### src/rtl/bus_interface_unit.sv
// External memory port: captures a one-cycle access request, runs one read or write
// cycle with setup, wait states and a timeout, and returns read data as the input latch.
module bus_interface_unit #(
  parameter int DATA_W       = 8,
  parameter int SETUP_CYCLES = 1,
  parameter int TIMEOUT      = 255
) (
  input  logic              i_clk,
  input  logic              i_rst_n,
  input  logic              i_req,
  input  logic              i_we,
  input  logic [7:0]        i_adh_data,
  input  logic [7:0]        i_adl_data,
  input  logic [DATA_W-1:0] i_db_data,
  output logic              o_busy,
  output logic              o_done,
  output logic              o_err,
  output logic [DATA_W-1:0] o_rdata,
  output logic [15:0]       o_mem_addr,
  output logic              o_mem_rw,
  output logic [DATA_W-1:0] o_mem_wdata,
  output logic              o_mem_valid,
  input  logic [DATA_W-1:0] i_mem_rdata,
  input  logic              i_mem_ready,
  output logic [1:0]        o_state
);

  typedef enum logic [1:0] {
    ST_IDLE   = 2'd0,
    ST_SETUP  = 2'd1,
    ST_ACCESS = 2'd2,
    ST_DONE   = 2'd3
  } state_t;

  localparam int SCNT_W = $clog2(SETUP_CYCLES + 2);
  localparam int TCNT_W = $clog2(TIMEOUT + 2);

  state_t            r_state;
  state_t            w_next;
  logic [SCNT_W-1:0] r_scnt;
  logic [TCNT_W-1:0] r_tcnt;
  logic              r_we;
  logic [15:0]       r_addr;
  logic [DATA_W-1:0] r_wdata;
  logic [DATA_W-1:0] r_rdata;
  logic              r_err;
  logic              w_accept;
  logic              w_setup_last;
  logic              w_timeout;
  logic              w_active;
  logic              w_drive_wr;

  // Memory handshake: an access completes at the rising edge where o_mem_valid and
  // i_mem_ready are both high; i_mem_ready is ignored whenever o_mem_valid is low.
  assign w_accept     = (r_state == ST_IDLE) && i_req;
  assign w_setup_last = (int'(r_scnt) <= 1);
  assign w_timeout    = (TIMEOUT != 0) && (int'(r_tcnt) == TIMEOUT - 1);

  always_ff @(posedge i_clk or negedge i_rst_n) begin
    if (!i_rst_n) begin
      r_state <= ST_IDLE;
    end else begin
      r_state <= w_next;
    end
  end

  always_comb begin
    w_next = r_state;
    case (r_state)
      ST_IDLE:   if (i_req) w_next = (SETUP_CYCLES == 0) ? ST_ACCESS : ST_SETUP;
      ST_SETUP:  if (w_setup_last) w_next = ST_ACCESS;
      ST_ACCESS: if (i_mem_ready || w_timeout) w_next = ST_DONE;
      ST_DONE:   w_next = ST_IDLE;
      default:   w_next = ST_IDLE;
    endcase
  end

  always_ff @(posedge i_clk or negedge i_rst_n) begin
    if (!i_rst_n) begin
      r_scnt  <= '0;
      r_tcnt  <= '0;
      r_we    <= 1'b0;
      r_addr  <= '0;
      r_wdata <= '0;
      r_rdata <= '0;
      r_err   <= 1'b0;
    end else begin
      if (w_accept) begin
        r_we    <= i_we;
        r_addr  <= {i_adh_data, i_adl_data};
        r_wdata <= i_db_data;
        r_scnt  <= SCNT_W'(SETUP_CYCLES);
      end else if (r_state == ST_SETUP) begin
        r_scnt <= r_scnt - SCNT_W'(1);
      end
      if (r_state != ST_ACCESS) begin
        r_tcnt <= '0;
      end else if (!i_mem_ready && !w_timeout) begin
        r_tcnt <= r_tcnt + TCNT_W'(1);
      end
      if ((r_state == ST_ACCESS) && i_mem_ready && !r_we) begin
        r_rdata <= i_mem_rdata;
      end
      // READY has priority over a timeout landing in the same cycle.
      if ((r_state == ST_ACCESS) && (w_next == ST_DONE)) begin
        r_err <= !i_mem_ready;
      end
    end
  end

  assign w_active    = (r_state == ST_SETUP) || (r_state == ST_ACCESS);
  assign w_drive_wr  = w_active && r_we;
  assign o_mem_rw    = !w_drive_wr;
  assign o_mem_wdata = w_drive_wr ? r_wdata : '0;
  assign o_mem_valid = (r_state == ST_ACCESS);
  assign o_mem_addr  = r_addr;
  assign o_busy      = (r_state != ST_IDLE);
  assign o_done      = (r_state == ST_DONE);
  assign o_err       = r_err;
  assign o_rdata     = r_rdata;
  assign o_state     = r_state;

endmodule

### config.mk
export PLATFORM = sky130hd
export DESIGN_NAME = bus_interface_unit
export DESIGN_NICKNAME = d
export VERILOG_FILES = /design/src/rtl/bus_interface_unit.sv
export SDC_FILE = /design/constraint.sdc
export NUM_CORES = 1
export LEC_CHECK = 0
export ABC_AREA = 1
export CORE_MARGIN = 2
export CORE_UTILIZATION = 35
export DETAILED_ROUTE_END_ITERATION = 7
export GPL_ROUTABILITY_DRIVEN = 0
export PLACE_DENSITY = 0.69
export SYNTH_ARGS = -nofsm -noshare
export SYNTH_HDL_FRONTEND = slang
export SYNTH_SLANG_ARGS = --single-unit
export TNS_END_PERCENT = 5
### constraint.sdc
create_clock -name i_clk -period 3 [get_ports i_clk]
set_input_delay 0.3 -clock i_clk [delete_from_list [all_inputs] [get_ports i_clk]]
set_output_delay 0.3 -clock i_clk [all_outputs]
set_load 0.01 [all_outputs]
==> summary.txt <==
STA
  • Clk_skew: 0.00353 ns
  • Sum of negative setup slack: 0 ns
  • Final clock period utilization by the worst path: 0.780
  • Setup Viol. Count Final: 0
  • Final-report max-slew violation count: 0
  • Achievable clock frequency: 427 MHz
  • Post-layout worst setup margin: 0.660 ns
  • Hold Vio Cnt, Final: 0
  • Unrepaired setup endpoints after global routing: false
  • Post-layout min period: 2.34 ns
  • Slew at the pin with the worst max-slew slack: 1.06 ns
  • Remaining max-slew budget at the tightest pin: 0.296

CTS
  • # clock sinks: 47
  • # hold bufs at CTS: 0
  • Number of gates given a new drive strength after cts: 0
  • Clock Tree Buf Depth: 2
  • # H-tree levels: 2
  • Setup Fix Bufs, Post-CTS: 0
  • Worst-skew pair later-pin latency: 0.30 ns
  • CTS tree: built
  • CTS buffer count: 5
  • Root buffer selected by CTS: sky130_fd_sc_hd__clkbuf_8
  • Clock-pin slew on the worst setup and hold paths: 0.08 ns

Drt
  • Initial detailed-routing violation count: 86
  • Detailed-route wire length per cell: 12.5 um
  • Total vias in the final route: 1644
  • Vias per Instance: 4.53
  • Sum of routed wire length over all layers: 4550 um
  • Detailed-routing iteration count for the pre-antenna-repair pass: 4
  • DRC violation count after routing: 0
  • Antenna violation net count after detailed routing: 0

Floorplanning
  • Die outline area: 0.00689 mm2
  • Site row count: 28
  • Chip height: 83.0 um
  • DIE WIDTH: 83.0 um
  • Initial cell density of the core: 0.365
  • Core area: 0.00599 mm2
  • Num ports: 76

Run status
  • Status: finished, final reports clean

Setup path
  • Endpoint required time on the critical path: 2.70 ns
  • Arrival time worst endpoint: 2.04 ns
  • Sort of element at the end of the critical path: output pin
  • Endpoint of the lowest-slack register-to-register path: o_rdata[6]
  • Maximum net fanout on the critical path: 9
  • Slowest stage cell on the critical path: sky130_fd_sc_hd__clkdlybuf4s50_1
  • Worst setup path category: reg -> out
  • Ordered cell list for the critical path: inv_1, ha_1, nand2_1, nor2_1, clkdlybuf4s50_1
  • FF-to-FF Start: o_state[0]
  • Critical Path Source Type: flop
  • CP max stage delay: 0.55 ns
  • Worst r2r path cells: 4
  • FF-to-FF setup slack: 1.04 ns

Pwr
  • Leak Pwr: 1.42 nW
  • Cell Pwr Density: 952 mW/mm2
  • Peak supply drop: 0.568 mV

Global route
  • Initial antenna violation count: 0
  • Maximum number of pins on one net before global-route repair: 48
  • Final global-route overflow total: 0
  • Vias in the first global route: 1754
  • Global-route wire length before repair: 8070 um
  • All-layer global routing usage: 0.143

Finish
  • Most common library cell in the layout ignoring fill and taps: sky130_fd_sc_hd__clkdlybuf4s50_1
  • Proportion of layout cells with a drive suffix above 1: 0.153
  • Post-layout nets: 332
  • Diodes inserted: 0
  • Area added between synthesis and finish: 42.2%
  • Leading cell types in the layout, fill and taps excluded: 74 x sky130_fd_sc_hd__clkdlybuf4s50_1, 47 x sky130_fd_sc_hd__dfrtp_1, 29 x sky130_fd_sc_hd__inv_1, 29 x sky130_fd_sc_hd__nor2_1, 24 x sky130_fd_sc_hd__mux2_2
  • Finished Layout Cells: 363

Logic synthesis
  • Post-Syn Area: 0.00218 mm2
  • Total of warnings raised by yosys: 0
  • Number of distinct standard cells referenced by the synthesized netlist: 24
  • Net count after synthesis: 254
  • Proportion of synthesized chip area in sequential cells: 0.538
  • Cell count after synthesis: 209
  • Mean area per synthesized cell: 10.5 um2
  • Flops & latches, synth: 47

Placement
  • Number of placed instances with taps included: 355
  • Total of buffers placed on input and output ports: 75
  • Placement-stage worst setup slack: 0.961 ns
  • Hpwl dp: 3440 um

Min path
  • Class of the tightest hold or removal check: in -> async

Job
  • Max-cap violations: 0
## metrics by stage
stage	area (um2)	power [mW]	util	hold WS [ns]
finish	3110	2.96	0.518	0.187
CTS	3110	3.00	0.518	0.212
floorplan	2180	1.77	-	0.00441
detailed placement	3000	2.57	0.501	0.474
global placement	3000	2.54	0.501	0.472
global route	3110	3.18	0.518	0.265
## worst max path at each step
stage / from / to / slack (ns) / cells past startpoint
6_report: o_state[1] / o_mem_wdata[4] / 0.66 / 5
5_1_grt: o_state[1] / o_mem_wdata[5] / 0.46 / 5
4_1_cts: o_state[1] / o_mem_wdata[1] / 0.63 / 5
3_5_place_dp: o_state[1] / o_mem_wdata[1] / 0.96 / 5
3_3_place_gp: o_state[1] / o_mem_wdata[1] / 0.98 / 5
2_1_floorplan: o_state[0] / o_mem_addr[10] / 1.41 / 5
## synth_stat cells
cell | instances | share of area
sky130_fd_sc_hd__nand2_8 | 1 | 0.0092
sky130_fd_sc_hd__inv_1 | 29 | 0.050
sky130_fd_sc_hd__nor3_1 | 2 | 0.0046
sky130_fd_sc_hd__nor2_2 | 2 | 0.0057
sky130_fd_sc_hd__nor2_1 | 29 | 0.050
sky130_fd_sc_hd__a21oi_1 | 11 | 0.025
sky130_fd_sc_hd__nand3b_4 | 1 | 0.0092
sky130_fd_sc_hd__a31oi_1 | 1 | 0.0029
sky130_fd_sc_hd__mux2_2 | 24 | 0.12
sky130_fd_sc_hd__xnor2_1 | 1 | 0.0040
sky130_fd_sc_hd__o31ai_1 | 2 | 0.0069
sky130_fd_sc_hd__nor3b_1 | 1 | 0.0034
sky130_fd_sc_hd__nand4_1 | 3 | 0.0086
sky130_fd_sc_hd__a21boi_1 | 1 | 0.0034
sky130_fd_sc_hd__o21ai_0 | 8 | 0.018
sky130_fd_sc_hd__dfrtp_1 | 47 | 0.54
sky130_fd_sc_hd__ha_1 | 8 | 0.046
sky130_fd_sc_hd__nand2_4 | 2 | 0.010
sky130_fd_sc_hd__buf_2 | 3 | 0.0069
sky130_fd_sc_hd__nand3_1 | 9 | 0.021
sky130_fd_sc_hd__nand2_1 | 18 | 0.031
sky130_fd_sc_hd__buf_4 | 1 | 0.0034
sky130_fd_sc_hd__nor2_4 | 2 | 0.010
sky130_fd_sc_hd__nand2_2 | 3 | 0.0086
## flip-flops by register name, indices dropped and copies added, names as in the netlist
register and flops:
o_state 2, r_we 1, o_err 1, r_tcnt 9, r_scnt 2, o_rdata 8, r_wdata 8, o_mem_addr 16
## final cells by class
cell class	instances	area [um2]
Fill cell	522	2890
Sequential cell	47	1180
Multi-Input combinational cell	129	877
Timing Repair Buffer	75	746
Inverter	29	109
Clock buffer	7	96.3
Tap cell	75	93.8
Clock inverter	1	7.51
## layer usage
| layer | track usage | wire length, um |
|---|---|---|
| met5 | 0 | 0 |
| met4 | 0.0447 | 74 |
| met3 | 0.0805 | 551 |
| met2 | 0.224 | 2070 |
| met1 | 0.167 | 1860 |
## report_power, final
group | switching (mW) | total [mW] | internal [mW]
clock | 0.211 | 0.421 | 0.210
combinational | 0.658 | 1.49 | 0.836
sequential | 0.145 | 1.04 | 0.895
## worst max-delay path: cells and delay by family (launching register included)
family                   cells  cell delay, ns
flip-flops                   1            0.45
buffers and inverters        2            0.66
AND/OR/NAND/NOR              2            0.36
adder cells (fa/ha/maj)      1            0.28
## cell families after synthesis
kind of cell,Yosys count,share of synthesized area
AND/OR/NAND/NOR,73,0.171
adder cells (fa/ha/maj),8,0.0458
multiplexers,24,0.124
XOR/XNOR,1,0.00401
flip-flops,47,0.538
buffers and inverters,33,0.0601
AO/OA/AOI/OAI,23,0.0567
Note: power is estimated with default switching activity, not from simulation.
